File: config.mk
export PLATFORM = sky130hd
export DESIGN_NAME = ascii_word_streamer
export DESIGN_NICKNAME = d
export VERILOG_FILES = /design/src/rtl/ascii_pkg.sv /design/src/rtl/nibble_to_ascii.sv /design/src/rtl/ascii_word_streamer.sv
export SDC_FILE = /design/constraint.sdc
export NUM_CORES = 1
export LEC_CHECK = 0
export BUFFER_PORTS_ARGS = -buffer_cell sky130_fd_sc_hd__buf_4
export CAP_MARGIN = 20
export CORE_ASPECT_RATIO = 1.2
export CORE_MARGIN = 2
export CORE_UTILIZATION = 63
export CTS_BUF_LIST = sky130_fd_sc_hd__clkbuf_2 sky130_fd_sc_hd__clkbuf_4 sky130_fd_sc_hd__clkbuf_8
export DETAILED_ROUTE_END_ITERATION = 8
export PLACE_DENSITY = 0.86
export SLEW_MARGIN = 25
export SYNTH_ARGS = -nofsm -noshare
export SYNTH_HDL_FRONTEND = slang
export SYNTH_SLANG_ARGS = --single-unit
File: constraint.sdc
create_clock -name clk -period 6.2 [get_ports clk]
set_input_delay 0.31 -clock clk [delete_from_list [all_inputs] [get_ports clk]]
set_output_delay 0.31 -clock clk [all_outputs]
set_load 0.03 [all_outputs]
File: src/rtl/ascii_pkg.sv
// Shared definitions for the ASCII console blocks: character constants,
// the word streamer state encoding and a digit-count helper.
package ascii_pkg;

  localparam logic [7:0] ASCII_ZERO    = 8'h30;
  localparam logic [7:0] ASCII_UPPER_A = 8'h41;
  localparam logic [7:0] ASCII_CR      = 8'h0D;
  localparam logic [7:0] ASCII_LF      = 8'h0A;

  typedef enum logic [1:0] {
    IDLE  = 2'd0,
    DIGIT = 2'd1,
    CR    = 2'd2,
    LF    = 2'd3
  } state_e;

  // Number of hex digits needed to print a word of w bits (top nibble zero-padded).
  function automatic int hex_digits(input int w);
    return (w + 3) / 4;
  endfunction

endpackage

File: src/rtl/nibble_to_ascii.sv
// Combinational 4-bit value to ASCII digit: 0-9 -> '0'-'9', 10-15 -> 'A'-'F'.
// Used for both binary (bit zero-extended) and hex digits.
module nibble_to_ascii
  import ascii_pkg::*;
(
  input  logic [3:0] nib,
  output logic [7:0] ch
);

  // Select the decimal or uppercase-letter range and offset into it.
  always_comb begin
    ch = 8'h00;
    if (nib < 4'd10) begin
      ch = ASCII_ZERO + {4'b0000, nib};
    end else begin
      ch = ASCII_UPPER_A + ({4'b0000, nib} - 8'd10);
    end
  end

endmodule

File: src/rtl/ascii_word_streamer.sv
// Accepts a WIDTH-bit word over valid/ready and streams it out MSB first as
// ASCII binary or uppercase hex digits, optionally followed by CR LF.
// All outputs are registered; they are loaded from the next-state values so
// the first character appears the cycle after the word is accepted.
module ascii_word_streamer
  import ascii_pkg::*;
#(
  parameter int WIDTH          = 8,
  parameter bit APPEND_NEWLINE = 1'b1
) (
  input  logic             clk,
  input  logic             rst,
  input  logic             in_valid,
  output logic             in_ready,
  input  logic [WIDTH-1:0] in_data,
  input  logic             in_hex,
  output logic             out_valid,
  input  logic             out_ready,
  output logic [7:0]       out_char,
  output logic             out_last,
  output logic             busy
);

  localparam int NDIG_HEX = hex_digits(WIDTH);
  localparam int PADW     = 4 * NDIG_HEX;
  localparam int IDXW     = (WIDTH > 1) ? $clog2(WIDTH) : 1;

  state_e            state_r, state_nxt_s;
  logic [IDXW-1:0]   idx_r, idx_nxt_s;
  logic [WIDTH-1:0]  data_r, data_nxt_s;
  logic              hex_r, hex_nxt_s;
  logic              xfer_s;
  logic [PADW-1:0]   pad_data_s;
  logic [3:0]        digit_nib_s;
  logic [7:0]        digit_char_s;
  logic [7:0]        char_nxt_s;
  logic              last_nxt_s;

  logic              in_ready_r;
  logic              out_valid_r;
  logic [7:0]        out_char_r;
  logic              out_last_r;
  logic              busy_r;

  assign xfer_s    = out_valid_r & out_ready;
  assign in_ready  = in_ready_r;
  assign out_valid = out_valid_r;
  assign out_char  = out_char_r;
  assign out_last  = out_last_r;
  assign busy      = busy_r;

  // Next-state logic: accept in IDLE, walk digits down to index 0, then terminator.
  always_comb begin
    state_nxt_s = state_r;
    idx_nxt_s   = idx_r;
    data_nxt_s  = data_r;
    hex_nxt_s   = hex_r;
    case (state_r)
      IDLE: begin
        if (in_valid && in_ready_r) begin
          state_nxt_s = DIGIT;
          data_nxt_s  = in_data;
          hex_nxt_s   = in_hex;
          if (in_hex) begin
            idx_nxt_s = IDXW'(NDIG_HEX - 1);
          end else begin
            idx_nxt_s = IDXW'(WIDTH - 1);
          end
        end else begin
          state_nxt_s = IDLE;
        end
      end
      DIGIT: begin
        if (xfer_s) begin
          if (idx_r == {IDXW{1'b0}}) begin
            state_nxt_s = APPEND_NEWLINE ? CR : IDLE;
          end else begin
            idx_nxt_s = idx_r - IDXW'(1);
          end
        end else begin
          state_nxt_s = DIGIT;
        end
      end
      CR: begin
        if (xfer_s) begin
          state_nxt_s = LF;
        end else begin
          state_nxt_s = CR;
        end
      end
      LF: begin
        if (xfer_s) begin
          state_nxt_s = IDLE;
        end else begin
          state_nxt_s = LF;
        end
      end
      default: begin
        state_nxt_s = IDLE;
      end
    endcase
  end

  // Pick the digit value at the next index from the (possibly new) latched word.
  always_comb begin
    pad_data_s              = {PADW{1'b0}};
    pad_data_s[WIDTH-1:0]   = data_nxt_s;
    if (hex_nxt_s) begin
      digit_nib_s = pad_data_s[int'(idx_nxt_s) * 4 +: 4];
    end else begin
      digit_nib_s = {3'b000, data_nxt_s[idx_nxt_s]};
    end
  end

  nibble_to_ascii u_nib (
    .nib (digit_nib_s),
    .ch  (digit_char_s)
  );

  // Character and last flag to present once the FSM reaches its next state.
  always_comb begin
    char_nxt_s = 8'h00;
    last_nxt_s = 1'b0;
    case (state_nxt_s)
      DIGIT: begin
        char_nxt_s = digit_char_s;
        last_nxt_s = !APPEND_NEWLINE && (idx_nxt_s == {IDXW{1'b0}});
      end
      CR: begin
        char_nxt_s = ASCII_CR;
        last_nxt_s = 1'b0;
      end
      LF: begin
        char_nxt_s = ASCII_LF;
        last_nxt_s = 1'b1;
      end
      default: begin
        char_nxt_s = 8'h00;
        last_nxt_s = 1'b0;
      end
    endcase
  end

  // FSM state register.
  always_ff @(posedge clk or posedge rst) begin
    if (rst) begin
      state_r <= IDLE;
    end else begin
      state_r <= state_nxt_s;
    end
  end

  // Latched word, mode, digit index and registered outputs.
  always_ff @(posedge clk or posedge rst) begin
    if (rst) begin
      idx_r       <= {IDXW{1'b0}};
      data_r      <= {WIDTH{1'b0}};
      hex_r       <= 1'b0;
      in_ready_r  <= 1'b1;
      out_valid_r <= 1'b0;
      out_char_r  <= 8'h00;
      out_last_r  <= 1'b0;
      busy_r      <= 1'b0;
    end else begin
      idx_r       <= idx_nxt_s;
      data_r      <= data_nxt_s;
      hex_r       <= hex_nxt_s;
      in_ready_r  <= (state_nxt_s == IDLE);
      out_valid_r <= (state_nxt_s != IDLE);
      out_char_r  <= char_nxt_s;
      out_last_r  <= last_nxt_s;
      busy_r      <= (state_nxt_s != IDLE);
    end
  end

endmodule

==> metrics.csv <==
metric,value,unit
fin_hold_ws,0.1702,ns
wl_per_cell,18.03,um
fin_nets,223,
synth_cell_types,57,
first_pass_iters,4,
clk_latency,0.32,ns
finalInstanceArea,1848,sq um
max_freq,238.8,MHz
grt_max_degree,25,
met3WireLength,234,um
synth-seq-cells,24,
cts-buffers-inserted,3,
layout.cells.most_common_list,"26 x nand2_1, 24 x buf_4, 23 x dfrtp_1, 13 x inv_1, 11 x nor2_1",
initial_core_util,0.6605,
first_global_vias,1518,
async_flop_share,1.000,
syn_nets,206,
cts_sinks,24,
cp_data_required_time,6.38,ns
htreeDepth,1,
core,2502,sq um
routabilityCongestion,0.9143,
drive_gt1_frac,0.1961,
synth_cells,188,
worstSetupStartpointType,flop,
drt_iter0_drc,111,
nFillCells,193,
status,completed,
multi_input_area,939.7,sq um
vias,1569,
criticalPathCategory,flop to flop,
skew,0.009256,ns
max_slew_margin,0.4031,
peakVddDrop,0.3395,mV
track_usage,0.3028,
dr_wl_met2,2205,um
place_area,1812,sq um
yosysWarnings,0,
wl_met1,1728,um
grt_pass1_wl,6879,um
power_density,568.2,nW/um^2
cts_root_buf,clkbuf_4,
cts_resized,0,
die_w,50.76,um
placed_cells,233,
setup_violations,0,
vias_per_cell,6.620,
final_common_cell,nand2_1,
end_kind,flop,
post_cts_buffers,0,
p_leak,0.8445,nW
die-area,3051,sq um
cts_tree,done,
portBuffers,23,
period_share,0.6754,
area.sequential,601.8,sq um
hold_violations,0,
final_max_slew_viol_count,0,
antenna_left,0,
io_pins,25,
holdCritPathClass,input pin to async pin,
post_synth.cell_area_avg,8.792,sq um
drt_wl_total,4272,um
rows,20,
cts.path.max_buffers,2,
cts_hold_repair.buffers,0,
synth_seq_area_share,0.3641,
finalNonFillerCells,237,
synth.cell_area,1653,sq um
grt_overflow,0,
antenna_found_initial,0,
syn2layout_area_growth,11.81,%
cts.clk_slew.worst_paths,0.13,ns
dp_hpwl,3212,um
worst-path-max-fanout,9,
power,0.001050,W
num_antenna_cells,0,
routed.top_layer,met4,
worst_slew_pin_slew,0.8944,ns
die_height,60.11,um
max_cap_viol_count,0,
synth_ff_type,dfrtp_1,
drc_errors,0,
period_minus_slack,4.188,ns
fin_setup_tns,0,ns
synth_edf_count,0,
arrival,4.37,ns
rsz0062_at_grt,no,
[cells by family after synthesis]
kind of cell | Yosys count | share of synthesized area
fa+ha+maj | 5 | 0.03785
other cells | 1 | 0.002269
simple gates | 75 | 0.2498
flops | 24 | 0.3641
mux | 5 | 0.03482
compound gates | 52 | 0.2347
buf+inv | 25 | 0.07116
xor+xnor | 1 | 0.005300
[critical path, cell delays in order (launching register included)]
cell,delay (ns)
dfrtp_1,0.51
inv_1,0.18
ha_1,0.19
nor2b_1,0.55
nor4_1,0.17
nor3_4,0.37
nand3b_4,0.16
or3b_4,0.42
ha_1,0.22
inv_1,0.07
ha_1,0.25
nand3b_1,0.14
nand2_1,0.06
a2111oi_0,0.60
a211oi_1,0.15
[worst paths after layout]
kind	start	depth (start not counted)	slack [ns]	end
worst max register to register	idx_r[0]$_DFF_PP0_	14	2.01	out_char[4]$_DFF_PP0_
max in group asynchronous	rst	2	5.48	data_r[1]$_DFF_PP0_
worst min register to register	data_r[2]$_DFF_PP0_	2	0.59	data_r[2]$_DFF_PP0_
worst max-delay path	idx_r[0]$_DFF_PP0_	14	2.01	out_char[4]$_DFF_PP0_
worst min-delay path	rst	2	0.17	data_r[7]$_DFF_PP0_
min in group clk	in_data[2]	3	0.17	data_r[2]$_DFF_PP0_
[stage by stage]
stage	util	worst slack [ns]
finish	0.7385	2.012
global route	0.7385	1.919
CTS	0.7385	2.170
detailed placement	0.7240	2.205
global placement	0.7240	2.410
floorplan	-	2.677
[layer usage]
| metal | up-vias | track usage |
|---|---|---|
| li1 | 726 | - |
| met4 | 0 | 0.1544 |
| met1 | 756 | 0.3590 |
| met2 | 74 | 0.5376 |
| met5 | - | 0 |
| met3 | 13 | 0.04000 |
[cell usage after synthesis (2+ instances only)]
library cell | count | share of area
o211ai_1 | 2 | 0.0091
o22ai_1 | 4 | 0.015
buf_6 | 2 | 0.014
o31ai_1 | 2 | 0.0091
nor4_1 | 5 | 0.019
clkbuf_1 | 7 | 0.016
a311oi_1 | 3 | 0.016
a211o_1 | 2 | 0.011
nand2_1 | 26 | 0.059
nand2b_1 | 2 | 0.0076
nor2b_1 | 4 | 0.015
ha_1 | 5 | 0.038
a21oi_1 | 8 | 0.024
a221o_1 | 2 | 0.012
and2_1 | 4 | 0.015
o21ai_0 | 7 | 0.021
buf_4 | 2 | 0.0091
a211oi_1 | 3 | 0.014
nor3_1 | 4 | 0.012
mux2i_1 | 2 | 0.012
mux2_2 | 2 | 0.014
nand4_1 | 4 | 0.015
a2111oi_0 | 2 | 0.011
inv_1 | 13 | 0.030
dfrtp_1 | 23 | 0.35
nor2_1 | 11 | 0.025
a31oi_1 | 3 | 0.011
nand3b_1 | 2 | 0.0091
nand3_1 | 3 | 0.0091
nand4b_1 | 2 | 0.011
[final cells by class]
type,count,area share
multi-input combinational,139,0.5085
inverter,13,0.02640
clock buffer,4,0.01963
timing repair buffer,24,0.09750
sequential,24,0.3257
tap,33,0.02234
[registers in the layout (all words and copies together) (netlist names)]
signal,flops
busy,1
data_r,8
hex_r,1
idx_r,3
in_ready,1
out_char,7
out_last,1
state_r,2
[where the power goes]
part	total [W]	internal [W]	switching, W	leakage, nW
clock	0.0000824	0.0000359	0.0000465	0.0210
combinational	0.000670	0.000261	0.000409	0.531
sequential	0.000298	0.000224	0.0000738	0.292
Note: power is estimated with default switching activity, not from simulation.
